--- src/rtl/imem_loader.sv ---
// -----------------------------------------------------------------------------
// imem_loader
//
// Boot-time program loader that sits in front of the CPU's instruction-memory
// external port. It works in four steps:
//   1. Accept an image of num_words words from a valid/ready stream and write
//      it into instruction memory.
//   2. Read the whole image back.
//   3. Compare a write-side checksum with a read-side checksum.
//   4. Raise the CPU run enable only if the two checksums match.
// The CPU therefore never fetches from a partially written or corrupt image.
//
// Parameters:
//   DATA_W     word width of the stream and of the memory port
//   DEPTH      maximum image size in words
//   BASE_ADDR  byte address of word 0 (word i sits at BASE_ADDR + 4*i)
//
// Ports:
//   clk        single clock, shared with the CPU
//   arst_n     asynchronous active-low reset
//   start      one-cycle pulse that begins a load (honoured in IDLE/RUN/FAIL)
//   num_words  image length in words, latched on an accepted start
//   s_valid    stream word valid
//   s_data     stream word
//   s_ready    loader accepts s_data this cycle (high throughout LOAD)
//   rdata_ext  readback from instruction memory, valid one cycle after ren_ext
//   addr_ext   byte address to instruction memory
//   wen_ext    write strobe
//   ren_ext    read strobe
//   wdata_ext  write data
//   enable     CPU run enable (RUN only)
//   busy       high in LOAD, VERIFY and CHECK
//   done       high in RUN
//   error      high in FAIL
// -----------------------------------------------------------------------------
module imem_loader #(
    parameter int          DATA_W    = 32,
    parameter int          DEPTH     = 512,
    parameter logic [31:0] BASE_ADDR = 32'h0000_0000
) (
    input  logic                     clk,
    input  logic                     arst_n,
    input  logic                     start,
    input  logic [$clog2(DEPTH):0]   num_words,
    input  logic                     s_valid,
    input  logic [DATA_W-1:0]        s_data,
    output logic                     s_ready,
    input  logic [DATA_W-1:0]        rdata_ext,
    output logic [31:0]              addr_ext,
    output logic                     wen_ext,
    output logic                     ren_ext,
    output logic [DATA_W-1:0]        wdata_ext,
    output logic                     enable,
    output logic                     busy,
    output logic                     done,
    output logic                     error
);

    // Counter width. It must hold DEPTH itself, not just DEPTH-1, because
    // num_words == DEPTH is a legal full-size image.
    localparam int CNT_W = $clog2(DEPTH) + 1;

    typedef enum logic [2:0] {
        S_IDLE,
        S_LOAD,
        S_VERIFY,
        S_CHECK,
        S_RUN,
        S_FAIL
    } state_t;

    // -------------------------------------------------------------------------
    // Registered state
    // -------------------------------------------------------------------------
    state_t              state_q,   state_d;
    logic [CNT_W-1:0]    num_q,     num_d;      // latched image length
    logic [CNT_W-1:0]    wcnt_q,    wcnt_d;     // words accepted from the stream
    logic [CNT_W-1:0]    rcnt_q,    rcnt_d;     // reads issued
    logic [CNT_W-1:0]    ack_cnt_q, ack_cnt_d;  // readbacks accumulated
    logic [DATA_W-1:0]   sum_wr_q,  sum_wr_d;
    logic [DATA_W-1:0]   sum_rd_q,  sum_rd_d;
    logic                rd_pend_q, rd_pend_d;  // rdata_ext valid this cycle

    // Memory-port outputs are registered so the instruction memory sees
    // clean, glitch-free strobes.
    logic [31:0]         addr_q,    addr_d;
    logic                wen_q,     wen_d;
    logic                ren_q,     ren_d;
    logic [DATA_W-1:0]   wdata_q,   wdata_d;

    // Byte address of word idx. No wrap: the largest index is DEPTH-1.
    function automatic logic [31:0] word_addr(input logic [CNT_W-1:0] idx);
        return BASE_ADDR + (32'(idx) << 2);
    endfunction

    // -------------------------------------------------------------------------
    // Next-state and next-output logic
    // -------------------------------------------------------------------------
    always_comb begin
        // NOTE: every signal gets a default first so no path through the case
        // leaves one unassigned, which would otherwise infer a latch.
        state_d   = state_q;
        num_d     = num_q;
        wcnt_d    = wcnt_q;
        rcnt_d    = rcnt_q;
        ack_cnt_d = ack_cnt_q;
        sum_wr_d  = sum_wr_q;
        sum_rd_d  = sum_rd_q;
        // The read issued last cycle returns its data this cycle.
        rd_pend_d = ren_q;
        // Strobes are single-cycle. Address and data are zero whenever no
        // strobe is active.
        addr_d    = '0;
        wen_d     = 1'b0;
        ren_d     = 1'b0;
        wdata_d   = '0;

        unique case (state_q)
            S_IDLE, S_RUN, S_FAIL: begin
                if (start) begin
                    num_d     = num_words;
                    wcnt_d    = '0;
                    rcnt_d    = '0;
                    ack_cnt_d = '0;
                    sum_wr_d  = '0;
                    sum_rd_d  = '0;
                    if (num_words > CNT_W'(DEPTH)) begin
                        state_d = S_FAIL;
                    end else if (num_words == '0) begin
                        // An empty image has two zero checksums, so it
                        // passes straight through CHECK.
                        state_d = S_CHECK;
                    end else begin
                        state_d = S_LOAD;
                    end
                end
            end

            S_LOAD: begin
                // s_ready is constant high in LOAD, so a handshake is just
                // s_valid.
                if (s_valid) begin
                    wen_d    = 1'b1;
                    addr_d   = word_addr(wcnt_q);
                    wdata_d  = s_data;
                    wcnt_d   = wcnt_q + CNT_W'(1);
                    sum_wr_d = sum_wr_q + s_data;
                    if (wcnt_q == num_q - CNT_W'(1)) begin
                        state_d = S_VERIFY;
                    end
                end
            end

            S_VERIFY: begin
                // Issue side: one read per cycle until all N are out.
                if (rcnt_q < num_q) begin
                    ren_d  = 1'b1;
                    addr_d = word_addr(rcnt_q);
                    rcnt_d = rcnt_q + CNT_W'(1);
                end
                // Return side: accumulate each readback one cycle behind its
                // read. Leave VERIFY once the Nth word is summed.
                if (rd_pend_q) begin
                    sum_rd_d  = sum_rd_q + rdata_ext;
                    ack_cnt_d = ack_cnt_q + CNT_W'(1);
                    if (ack_cnt_q == num_q - CNT_W'(1)) begin
                        state_d = S_CHECK;
                    end
                end
            end

            S_CHECK: begin
                state_d = (sum_wr_q == sum_rd_q) ? S_RUN : S_FAIL;
            end

            default: begin
                state_d = S_IDLE;
            end
        endcase
    end

    // -------------------------------------------------------------------------
    // State register
    // -------------------------------------------------------------------------
    always_ff @(posedge clk or negedge arst_n) begin
        if (!arst_n) begin
            state_q   <= S_IDLE;
            num_q     <= '0;
            wcnt_q    <= '0;
            rcnt_q    <= '0;
            ack_cnt_q <= '0;
            sum_wr_q  <= '0;
            sum_rd_q  <= '0;
            rd_pend_q <= 1'b0;
            addr_q    <= '0;
            wen_q     <= 1'b0;
            ren_q     <= 1'b0;
            wdata_q   <= '0;
        end else begin
            // NOTE: non-blocking assignments, so every register samples its
            // next value from the same pre-edge snapshot.
            state_q   <= state_d;
            num_q     <= num_d;
            wcnt_q    <= wcnt_d;
            rcnt_q    <= rcnt_d;
            ack_cnt_q <= ack_cnt_d;
            sum_wr_q  <= sum_wr_d;
            sum_rd_q  <= sum_rd_d;
            rd_pend_q <= rd_pend_d;
            addr_q    <= addr_d;
            wen_q     <= wen_d;
            ren_q     <= ren_d;
            wdata_q   <= wdata_d;
        end
    end

    // -------------------------------------------------------------------------
    // Outputs
    // -------------------------------------------------------------------------
    // Status flags decode directly from the state register, so they are
    // glitch-free and fall to 0 with the asynchronous reset.
    assign s_ready   = (state_q == S_LOAD);
    assign busy      = (state_q == S_LOAD) || (state_q == S_VERIFY) ||
                       (state_q == S_CHECK);
    assign done      = (state_q == S_RUN);
    assign enable    = (state_q == S_RUN);
    assign error     = (state_q == S_FAIL);

    assign addr_ext  = addr_q;
    assign wen_ext   = wen_q;
    assign ren_ext   = ren_q;
    assign wdata_ext = wdata_q;

endmodule

--- config.mk ---
export PLATFORM = sky130hd
export DESIGN_NAME = imem_loader
export DESIGN_NICKNAME = d
export VERILOG_FILES = /design/src/rtl/imem_loader.sv
export SDC_FILE = /design/constraint.sdc
export NUM_CORES = 1
export LEC_CHECK = 0
export ABC_AREA = 1
export BUFFER_PORTS_ARGS = -buffer_cell sky130_fd_sc_hd__clkbuf_2
export CELL_PAD_IN_SITES_DETAIL_PLACEMENT = 1
export CELL_PAD_IN_SITES_GLOBAL_PLACEMENT = 1
export CORE_MARGIN = 3
export CORE_UTILIZATION = 43
export DETAILED_ROUTE_END_ITERATION = 8
export PLACE_DENSITY_LB_ADDON = 0.1
export SYNTH_ARGS = -nofsm -noshare
export SYNTH_HDL_FRONTEND = slang
export SYNTH_SLANG_ARGS = --single-unit
--- constraint.sdc ---
create_clock -name clk -period 2.81 [get_ports clk]
set_input_delay 0.562 -clock clk [delete_from_list [all_inputs] [get_ports clk]]
set_output_delay 0.562 -clock clk [all_outputs]
set_load 0.02 [all_outputs]
==> results.sh <==
export IMPL_status="complete, no violations"
export IMPL_p_per_area_nw_per_um2=982.9
export IMPL_endpoint_kind="register"
export IMPL_p_total_uw=12260
export IMPL_startpoint_type="register"
export IMPL_drtIter0Drc=468
export IMPL_ant_nets=0
export IMPL_synth_area_top_cells="dfrtp_1, nand2_1, ha_1"
export IMPL_dp_hpwl_um=29980
export IMPL_ys_flop_type="dfrtp_1"
export IMPL_intPower_uw=6147
export IMPL_skew_ps=12.73
export IMPL_synthCells=1520
export IMPL_routed_wl_um=37570
export IMPL_area_growth_pct=14.47
export IMPL_num_antenna_cells=0
export IMPL_path_class="reg2reg"
export IMPL_hold_path_class="in2async"
export IMPL_cts_repair_resized=0
export IMPL_die_w_um=165.2
export IMPL_grt_pass1_wl_um=59830
export IMPL_holdWs_ps=102.0
export IMPL_syn_avg_cell_area_um2=7.169
export IMPL_post_cts_buffers=0
export IMPL_reg2reg_depth=8
export IMPL_die_h_um=165.2
export IMPL_switching_share_pct=49.86
export IMPL_max_stage_delay_ps=420
export IMPL_vias_per_cell=5.477
export IMPL_stdcell_count=1992
export IMPL_ys_async_sr_fraction_pct=100.0
export IMPL_p_switching_uw=6113
export IMPL_antenna_found_initial=0
export IMPL_drc=0
export IMPL_slew_headroom_pct=50.26
export IMPL_rsz0062_at_grt="no"
export IMPL_clock_path_buffers=2
export IMPL_layout_setup_ws_ps=283.9
export IMPL_layout_nets=1810
export IMPL_num_io_pins=149
export IMPL_finalSetupViolations=0
export IMPL_path_max_fanout=5
export IMPL_grt_pass1_vias=11460
export IMPL_place_congestion=0.9590
export IMPL_seq_area_frac_synth_pct=34.91
export IMPL_synth_area_um2=10900
export IMPL_power_leakage_uw=0.006289
export IMPL_core_region_area_um2=24600
export IMPL_grt_use_total_pct=28.11
export IMPL_synth_top_cell_area_share_pct=34.91
export IMPL_pwr_share_seq_pct=27.6
export IMPL_clkPwrFrac_pct=19.7
export IMPL_path_clk_slew_ps=70
export IMPL_dr_pass1_iters=5
export IMPL_root_buffer="clkbuf_16"
export IMPL_ir_drop_mv=0.4293
export IMPL_synth_edff_count=0
export IMPL_final_cell_mix="nand2_1, nor2_1, dfrtp_1"
export IMPL_clkSinkCount=152
export IMPL_grt_max_degree=63
export IMPL_post_place_ws_ps=104.1
export IMPL_maxSlewViolCount=0
export IMPL_htreeDepth=4
export IMPL_worst_pin_slew_ps=738.2
export IMPL_ys_warn_count=0
export IMPL_row_count=57
export IMPL_min_period_over_period_pct=89.90
export IMPL_wire_per_inst_um=18.86
export IMPL_vias=10910
export IMPL_power_frac_comb_pct=52.7
export IMPL_n_fill_cell=3273
export IMPL_period_minus_slack_ps=2526
export IMPL_cts_hold_buf=0
export IMPL_cts_buffers=17
export IMPL_cts_tree="done"
export IMPL_setup_tns_ps=0
export IMPL_hold_violations=0
export IMPL_crit_chain="ha_1, fa_1, nand2_1, o21ai_1, a21oi_1, o21ai_1, o21ai_0, o21ai_0"
export IMPL_yosysTopAreaCell="dfrtp_1"
export IMPL_cap_violations=0
export IMPL_dp_cells=1960
export IMPL_drive_gt1_share_pct=12.59
export IMPL_clock_latency_ps=430
export IMPL_dieArea_um2=27290
export IMPL_crit_required_ps=3100
export IMPL_clock_fmax_mhz=395.9
export IMPL_numPortBuffers=126
export IMPL_initial_utilization_pct=44.29
export IMPL_ys_ff_latch=152
export IMPL_synth_cell_type_count=47
export IMPL_cp_arrival_ps=2820
export IMPL_mostFrequentLayoutCell="nand2_1"
export IMPL_overflow=0
export IMPL_slowest_stage="a21oi_1"
layout make-up:
cell class | instances | area (µm²) | area share [%]
inverters | 133 | 499.2 | 4.002
multi-input cells | 1210 | 6390 | 51.23
flip-flops and latches | 152 | 3804 | 30.49
well taps | 324 | 405.4 | 3.250
clock inverters | 13 | 157.7 | 1.264
clock buffers | 19 | 442.9 | 3.551
repair buffers | 141 | 774.5 | 6.209
final timing paths:
path / from / end / slack, ps
min in group clk: s_data[0] / wdata_ext[0]$_DFF_PN0_ / 350
min: arst_n / state_q[2]$_DFFE_PN0P_ / 100
max in group asynchronous: arst_n / wcnt_q[9]$_DFFE_PN0P_ / 1960
min reg2reg: ren_ext$_DFF_PN0_ / rd_pend_q$_DFF_PN0_ / 390
max: sum_rd_q[0]$_DFFE_PN0P_ / sum_rd_q[12]$_DFFE_PN0P_ / 280
max reg2reg: sum_rd_q[0]$_DFFE_PN0P_ / sum_rd_q[12]$_DFFE_PN0P_ / 280
worst max-delay path: cells and delay by family, from the launching register on:
kind | cells | cell delay (ps)
compound gates | 5 | 1270
flops | 1 | 410
simple gates | 1 | 100
fa+ha+maj | 2 | 610
registers in the layout (all words and copies together), names as in the netlist:
name       cells
wen_ext        1
rd_pend_q      1
rcnt_q        10
sum_rd_q      32
ren_ext        1
wcnt_q        10
sum_wr_q      32
ack_cnt_q     10
wdata_ext     32
addr_ext      10
num_q         10
state_q        3
logic make-up after synthesis:
family / count (synthesis) / share of synthesized area (%)
compound gates: 324 / 16.37
xor+xnor: 44 / 3.537
fa+ha+maj: 77 / 8.979
buf+inv: 179 / 7.199
flops: 152 / 34.91
other cells: 1 / 0.03441
simple gates: 743 / 28.97
synthesized netlist by cell type (2+ instances only):
| library cell | number |
|---|---|
| nand2_1 | 404 |
| nor2_1 | 166 |
| dfrtp_1 | 152 |
| a21oi_1 | 135 |
| o21ai_0 | 124 |
| inv_1 | 122 |
| nand3_1 | 87 |
| ha_1 | 75 |
| nor3_1 | 40 |
| buf_4 | 25 |
| xor2_1 | 25 |
| xnor2_1 | 19 |
| nand4_1 | 13 |
| clkbuf_1 | 11 |
| o31ai_1 | 11 |
| inv_2 | 10 |
| buf_2 | 9 |
| nor3_2 | 8 |
| o21ai_1 | 8 |
| o22ai_1 | 8 |
| a21o_1 | 7 |
| o21a_1 | 7 |
| a22o_1 | 5 |
| o211ai_1 | 5 |
| a21boi_0 | 4 |
| nand3b_1 | 4 |
| nor4_1 | 4 |
| or2_2 | 4 |
| nand3_2 | 3 |
| nor2_2 | 3 |
| o21bai_1 | 3 |
| a32o_1 | 2 |
| fa_1 | 2 |
| nand2_4 | 2 |
power groups by stage:
stage          clock [µW]  combinational (µW)  sequential (µW)
2_1_floorplan           0                4510             3270
3_3_place_gp            0                6220             3380
3_5_place_dp            0                6420             3410
4_1_cts              2440                6480             3370
5_1_grt              2540                7270             3470
6_report             2410                6460             3390
per-layer routing:
metal / wire (µm) / vias up / global-route usage [%]
li1: - / 5311 / -
met1: 16180 / 5330 / 34.40
met2: 18950 / 211 / 50.63
met3: 1173 / 59 / 2.869
met4: 1260 / 0 / 10.98
met5: 0 / - / 0
through the flow:
stage	util, %	instance area [µm²]
6_report	50.69	12470
3_5_place_dp	48.25	11870
2_1_floorplan	-	10980
5_1_grt	50.69	12470
3_3_place_gp	48.25	11870
4_1_cts	50.69	12470
Power figures use the tool's default switching activity.
